==> src/rtl/counter_pkg.sv <==
// Shared defaults and parameter legality check for the modulo counter.
package counter_pkg;

    localparam int unsigned DefWidth   = 4;
    localparam int unsigned DefModulo  = 16;
    localparam int unsigned DefRstVal  = 0;
    localparam int unsigned SyncStages = 2;

    // True when modulo fits in width bits, is at least 2, and rst_val lies inside the count range.
    function automatic bit params_ok(int unsigned width, int unsigned modulo,
                                     int unsigned rst_val);
        longint unsigned span;
        longint unsigned mod_l;
        span  = 64'd1 << width;
        mod_l = 64'(modulo);
        return (modulo >= 2) && (mod_l <= span) && (rst_val < modulo);
    endfunction

endpackage

==> src/rtl/reset_sync.sv <==
// Active-low reset synchronizer: asserts asynchronously, deasserts after Stages clock edges.
module reset_sync
    import counter_pkg::*;
#(
    parameter int unsigned Stages = SyncStages
) (
    input  logic clk_i,
    input  logic rst_ni,
    output logic rst_no
);

    generate
        if (Stages < 2) begin : g_bad_stages
            $error("reset_sync: Stages must be at least 2");
        end
    endgenerate

    logic [Stages-1:0] sync_q;

    // Shift ones in after release; any low level on rst_ni clears the chain at once.
    always_ff @(posedge clk_i or negedge rst_ni) begin
        if (!rst_ni) begin
            sync_q <= '0;
        end else begin
            sync_q <= {sync_q[Stages-2:0], 1'b1};
        end
    end

    assign rst_no = sync_q[Stages-1];

endmodule

==> src/rtl/counter_4bit.sv <==
// Free-running modulo counter with terminal-count flag and synchronized reset release.
module counter_4bit
    import counter_pkg::*;
#(
    parameter int unsigned WIDTH   = DefWidth,
    parameter int unsigned MODULO  = DefModulo,
    parameter int unsigned RST_VAL = DefRstVal
) (
    input  logic             clk,
    input  logic             rst,
    output logic [WIDTH-1:0] q,
    output logic             tc
);

    generate
        if (!params_ok(WIDTH, MODULO, RST_VAL)) begin : g_bad_params
            $error("counter_4bit: need 2 <= MODULO <= 2**WIDTH and RST_VAL < MODULO");
        end
    endgenerate

    localparam logic [WIDTH-1:0] QMax = WIDTH'(MODULO - 1);
    localparam logic [WIDTH-1:0] QRst = WIDTH'(RST_VAL);

    logic             rst_sync_n;
    logic [WIDTH-1:0] q_q;
    logic [WIDTH-1:0] q_d;

    // rst asserts the counter reset immediately; release reaches it two edges later.
    reset_sync #(
        .Stages (SyncStages)
    ) u_reset_sync (
        .clk_i  (clk),
        .rst_ni (rst),
        .rst_no (rst_sync_n)
    );

    // Next count: wrap to zero at the terminal value, otherwise add one.
    always_comb begin
        q_d = q_q + WIDTH'(1);
        if (q_q == QMax) begin
            q_d = '0;
        end
    end

    // Count register; held at the restart value while the synchronized reset is low.
    always_ff @(posedge clk or negedge rst_sync_n) begin
        if (!rst_sync_n) begin
            q_q <= QRst;
        end else begin
            q_q <= q_d;
        end
    end

    assign q  = q_q;
    assign tc = (q_q == QMax);

endmodule

==> config.mk <==
export PLATFORM = sky130hd
export DESIGN_NAME = counter_4bit
export DESIGN_NICKNAME = d
export VERILOG_FILES = /design/src/rtl/counter_pkg.sv /design/src/rtl/reset_sync.sv /design/src/rtl/counter_4bit.sv
export SDC_FILE = /design/constraint.sdc
export NUM_CORES = 1
export LEC_CHECK = 0
export CORE_AREA = 2 2 39 41
export DETAILED_ROUTE_END_ITERATION = 8
export DIE_AREA = 0 0 41 43
export HOLD_SLACK_MARGIN = 0.06
export SLEW_MARGIN = 5
export SYNTH_ARGS = -nofsm -noshare
export SYNTH_HDL_FRONTEND = slang
export SYNTH_SLANG_ARGS = --single-unit
export TNS_END_PERCENT = 10
==> constraint.sdc <==
create_clock -name clk -period 1.2 [get_ports clk]
set_clock_uncertainty 0.1 [all_clocks]
set_input_delay 0.24 -clock clk [delete_from_list [all_inputs] [get_ports clk]]
set_output_delay 0.24 -clock clk [all_outputs]
set_load 0.02 [all_outputs]
==> flow_metrics.tcl <==
set metrics [dict create \
    status "complete, but fails checks" \
    violations "negative setup slack" \
    cts_buffers 3 \
    cts_tree "yes" \
    syn_area_per_cell_um2 14.75 \
    portBuffers 6 \
    dieArea_mm2 0.001763 \
    slew_violations 0 \
    diodes 0 \
    reg2reg_depth 5 \
    drv_cap 0 \
    multiInputGateArea_um2 72.57 \
    netlist-cell-type-count 8 \
    antenna_found_initial 0 \
    post_drt_wl_per_cell_um 9.000 \
    dr.pass1.iters 2 \
    arrival_ns 1.11 \
    initial_core_util_pct 14.92 \
    first_global_vias 181 \
    r2r_end "q[3]$_DFF_PN0_" \
    rr_startpoint "q[0]$_DFF_PN0_" \
    core_mm2 0.001384 \
    ios 7 \
    drive_above_1_share_pct 61.29 \
    die_h_um 43 \
    grt_pass1_wl_um 731 \
    crit_path_end_kind "output port" \
    netlist_area_um2 206.4 \
    fmax_mhz 687.9 \
    drt-vias-per-instance 3.596 \
    final_util_pct 29.48 \
    finalNetCount 36 \
    yosysTopAreaCell "dfrtp_1" \
    cpPeakStageDelay_ns 0.42 \
    slowest_stage "dfrtp_2" \
    rsz0062_at_grt "yes" \
    ys_seq_area_share_pct 72.73 \
    dp.cells 41 \
    route.antenna.remaining_nets 0 \
    ys_warn_count 0 \
    ys_top_cells_by_area "dfrtp_1 73%, a31oi_1 6.1%, ha_1 6.1%" \
    startpoint_type "register" \
    synthCells 14 \
    grt_max_degree 5 \
    grt-ovfl-total 0 \
    final-hold-violation-count 0 \
    gp_congestion 0.5223 \
    fin_cells 47 \
    period_share_pct 121.1 \
    p_comb_share_pct 2.4 \
    crit_chain "ha_4 -> and3_4 -> buf_6" \
    drc 0 \
    fillers 147 \
    critPathKind "register to output port" \
    ys_seq_elements 6 \
    seq_power_share_pct 52.4 \
    row_count 14 \
    syn_nets 17 \
    syn_to_final_growth_pct 97.58 \
    period_needed_ns 1.454 \
    setup_ws_ns -0.2536 \
    clkPwrFrac_pct 45.1 \
    clk_pin_slew_ns 0.04 \
    setup_violations 6 \
    yosys.area.top_type_share_pct 72.73 \
    worst-path-max-fanout 2 \
    vdd_drop_max_mv 0.3567 \
    post-dp-hpwl_um 335.4 \
    first_iter_violations 3 \
    p_leak_uw 0.0002090 \
    clk_path_buf_depth 2 \
    p_sw_share_pct 17.89 \
    htreeDepth 1 \
    die_x_um 41 \
    drt_wl_total_um 423 \
    power_density_mw_per_mm2 968.0 \
    clk_latency_ns 0.24 \
    vias 169 \
    reg2reg_setup_slack_ns -0.06 \
    internal_power_uw 324.2 \
    cts-root-buf "clkbuf_4" \
    cts.sinks 6 \
    switchingPower_uw 70.65 \
    worstPathRequired_ns 0.86 \
    grt_use_total_pct 6.484 \
    min_path_type "input pin to async pin" \
    regArea_um2 152.6 \
]
==> critical path: cells and delay by family, from the launching register on <==
kind / cells / cell delay, ns
adders and majority gates: 1 / 0.16
buffers and inverters: 1 / 0.12
DFF: 1 / 0.42
and+or+nand+nor: 1 / 0.17
==> registers in the layout (all words and copies together) (netlist names) <==
signal and flops:
q 4, u_reset_sync.sync_q 2
==> per-stage QoR <==
stage	power (uW)	setup WS, ns	TNS [ns]	hold WS [ns]	area (um^2)
2_1_floorplan	211.9	0.01299	0	-0.1556	225.2
3_3_place_gp	216.9	-0.4071	-1.183	-0.04710	342.8
3_5_place_dp	217.4	-0.4195	-1.225	-0.03626	342.8
4_1_cts	406.9	-0.2652	-0.5260	0.07193	407.9
5_1_grt	418.8	-0.2817	-0.6985	0.07305	407.9
6_report	394.8	-0.2536	-0.4518	0.08377	407.9
==> Yosys cell counts (all sizes together) <==
| master | n |
|---|---|
| ha | 1 |
| a21o | 1 |
| and3 | 1 |
| conb | 1 |
| a31oi | 2 |
| dfrtp | 6 |
| nor2 | 1 |
| xor2 | 1 |
==> cells by family after synthesis <==
logic type | synth area share (%)
DFF | 72.73
other | 1.816
and+or+nand+nor | 5.454
xor gates and xnor gates | 4.243
AOI/OAI and AO/OA | 9.697
adders and majority gates | 6.060
==> metal layers <==
| layer | part of all wire (%) | up-vias | GRT usage, % | wire length [um] |
|---|---|---|---|---|
| li1 | - | 82 | - | - |
| met1 | 43 | 80 | 7.616 | 184 |
| met2 | 46 | 7 | 9.063 | 196 |
| met3 | 10 | 0 | 3.141 | 43 |
| met4 | 0 | 0 | 4.000 | 0 |
| met5 | 0 | - | 0 | 0 |
==> how the worst max path moves through the flow <==
stage / slack [ns] / endpoint / start
final: -0.25 / tc / q[0]$_DFF_PN0_
after global routing: -0.28 / tc / q[0]$_DFF_PN0_
after CTS: -0.27 / tc / q[1]$_DFF_PN0_
after detailed placement: -0.42 / tc / q[0]$_DFF_PN0_
after global placement: -0.41 / tc / q[0]$_DFF_PN0_
after floorplan: 0.01 / tc / q[0]$_DFF_PN0_
==> cells in the final DEF, fill, tap and decap left out, drive strengths merged <==
cell type / netlist / routed
dlygate4sd3: 0 / 1
dfrtp: 6 / 6
xor2: 1 / 1
and3: 1 / 1
a21o: 1 / 1
a31oi: 2 / 2
clkdlybuf4s50: 0 / 1
conb: 1 / 1
buf: 0 / 12
nor2: 1 / 1
ha: 1 / 1
clkbuf: 0 / 3
==> cell type report <==
| class | instances | area share (%) |
|---|---|---|
| clock buffer | 3 | 5.521 |
| tap | 16 | 4.908 |
| timing repair buffer | 14 | 34.36 |
| sequential | 6 | 37.42 |
| multi-input combinational | 8 | 17.79 |
==> timing repair <==
item,CTS,global route
hold endpoints to repair,4,0
buffers inserted,2,0
resized for setup,33,0
pin swaps,2,1
endpoints found under the setup margin,6,6
hold buffers,1,0
==> power groups by stage <==
stage / clock network [uW] / logic (uW) / registers [uW]
6_report: 178 / 9.55 / 207
3_3_place_gp: 0 / 4.70 / 212
2_1_floorplan: 0 / 0.271 / 212
4_1_cts: 190 / 9.64 / 207
3_5_place_dp: 0 / 4.80 / 213
5_1_grt: 201 / 10.8 / 207
Power figures use the tool's default switching activity.
==> RTL change (same flow settings) <==
Register the output `q` once more; this adds one clock of latency there. The other outputs are not delayed to match.
--- a/src/rtl/counter_4bit.sv
+++ b/src/rtl/counter_4bit.sv
@@ -51,7 +51,9 @@
         end
     end
 
-    assign q  = q_q;
+    always_ff @(posedge clk) begin
+        q <= q_q;
+    end
     assign tc = (q_q == QMax);
 
 endmodule
Formal check against the unedited RTL: not equivalent (Yosys sat finds a counterexample within 4 cycles, from zero or initial values and one cycle with rst low).
==> RTL change against the original RTL <==
The run still ends with setup timing left; sequential power grew 64%; synthesized area up 39%; design area up 15%; total power up 48%; via count is 17% higher; count of clock-buffer cells in the layout is 1 higher; sequential cell count rose by 4; wire length increased by 10%; worst setup slack better by 0.021 ns; critical path type unchanged; largest cell class unchanged; largest power group unchanged.
==> RTL change: results (changes against the original RTL) <==
Run status:
- The run finished, with violations left.
- The checks that failed: setup timing.

Pwr:
- The cell area power density is 1240 mW/mm2 (+28%).
- The worst vdd rail ir drop is 0.441 mV (+24%).
- The leakage dissipation was 0.242 nW (+16%).

Setup path:
- The delay of the slowest critical-path stage is 0.38 ns (-0.04 ns).
- The register-to-register path setup slack was 0.04 ns (+0.10 ns).
- The slowest cell on the critical path is sky130_fd_sc_hd__dfrtp_1.
- The endpoint identified for the worst register-to-register timing path is q_q[3].
- The most critical setup path has its startpoint at q_q[1].
- The largest fanout of any net on the critical path came to 2 (unchanged).
- The number of cells on the worst reg-to-reg path is 4 (-1).
- The signal arrival time at the worst endpoint was 1.09 ns (-0.02 ns).

Layout:
- The count of filler cells inserted in the layout is 142 (-3.4%).
- The proportion of layout cells with a drive suffix above 1 is 0.444 (-0.168).
- The number of nets in the finished design was 40 (+11%).
- The final standard cell count with taps included and fillers excluded is 52 (+11%).

Route:
- The number of DRC violations after detailed-routing iteration 0 is 2 (-1).
- The wire length per cell after detailed routing is 8.96 um (-0.43%).
- The via-per-instance ratio is 3.81 (+5.9%).

Timing:
- The slack of the critical path was -0.232 ns (+0.0213 ns).
- The final total negative setup slack came to -0.232 ns (+0.220 ns).
- The number of endpoints failing setup at the final stage is 1 (-5).

Global routing:
- The overall global routing resource usage is 0.0732 (+0.00840).
- The global-route wire length before repair is 779 um (+6.6%).
- The largest net degree at the start of global routing was 7 (+2).
- The via count of the first global-routing pass was 207 (+14%).

Clock network:
- The number of levels in the clock H-tree is 1 (unchanged).
- The clock-pin slew on the worst setup and hold paths is 0.06 ns (+0.02 ns).

Placement:
- The global placer's final weighted congestion is 0.594 (+14%).
- The minimum setup slack after placement is -0.424 ns (-0.00419 ns).
- The cell area after placement is 408 um2 (+19%).
- The number of instances in the placed design came to 45 (+9.8%).

Logic synthesis:
- The synthesized area divided by synthesized cell count is 15.9 um2 (+7.9%).
- In the synthesized netlist, the cells that appear most often are sky130_fd_sc_hd__dfrtp_1, sky130_fd_sc_hd__dfxtp_1, sky130_fd_sc_hd__a31oi_1.
- The sequential area share after synthesis is 0.803 (+0.0762).
- The share of synthesized registers carrying an async set or reset is 0.600 (-0.400).
- The number of library cell types mapped by synthesis is 9 (+1).
- By area the synthesized netlist is led by sky130_fd_sc_hd__dfrtp_1, sky130_fd_sc_hd__dfxtp_1, sky130_fd_sc_hd__a31oi_1.
- The post-synth net total is 21 (+4).

Hold path:
- The worst hold path belongs to the class flip-flop to flip-flop.
## RTL change: repair_timing
action	4_1_cts	5_1_grt
gates resized for setup	19	0
buffers inserted	0	1
pin swaps	3	0
hold buffers	2	0
endpoints found under the hold margin	6	0
setup endpoints to repair	6	2
## RTL change: routing by layer
layer | part of all wire | GRT usage | routed length (um) | vias up
li1 | - | - | - | 95
met1 | 0.35 | 0.0537 | 161 | 94
met2 | 0.55 | 0.119 | 255 | 7
met3 | 0.092 | 0.0314 | 43 | 2
met4 | 0.013 | 0.0800 | 6 | 0
met5 | 0 | 0 | 0 | -
## RTL change: logic make-up after synthesis
logic type / after synthesis / share of synthesized area
flops: 10 / 0.803
simple gates: 2 / 0.0393
fa+ha+maj: 1 / 0.0437
other cells: 1 / 0.0131
xor+xnor: 1 / 0.0306
compound gates: 3 / 0.0699
## RTL change: worst min-delay path by stage
stage                                 startpoint                     end  slack [ns]  depth (start not counted)
after global placement    u_reset_sync.sync_q[1]                  q_q[3]       -0.05                          0
final                     u_reset_sync.sync_q[0]  u_reset_sync.sync_q[1]        0.25                          0
after detailed placement  u_reset_sync.sync_q[1]                  q_q[3]       -0.04                          0
after floorplan                              rst  u_reset_sync.sync_q[0]       -0.16                          0
after CTS                 u_reset_sync.sync_q[0]  u_reset_sync.sync_q[1]        0.26                          0
after global routing      u_reset_sync.sync_q[0]  u_reset_sync.sync_q[1]        0.28                          0
## RTL change: power by group
group          switching (mW)  internal, mW
sequential           0.000706         0.338
combinational         0.00449       0.00720
clock                   0.105         0.128
total                   0.110         0.474
## RTL change: final cells by class
cell class | instances | area share
clock buffers | 4 | 0.0559
multi-input cells | 8 | 0.133
flip-flops and latches | 10 | 0.489
well taps | 16 | 0.0426
repair buffers | 14 | 0.279
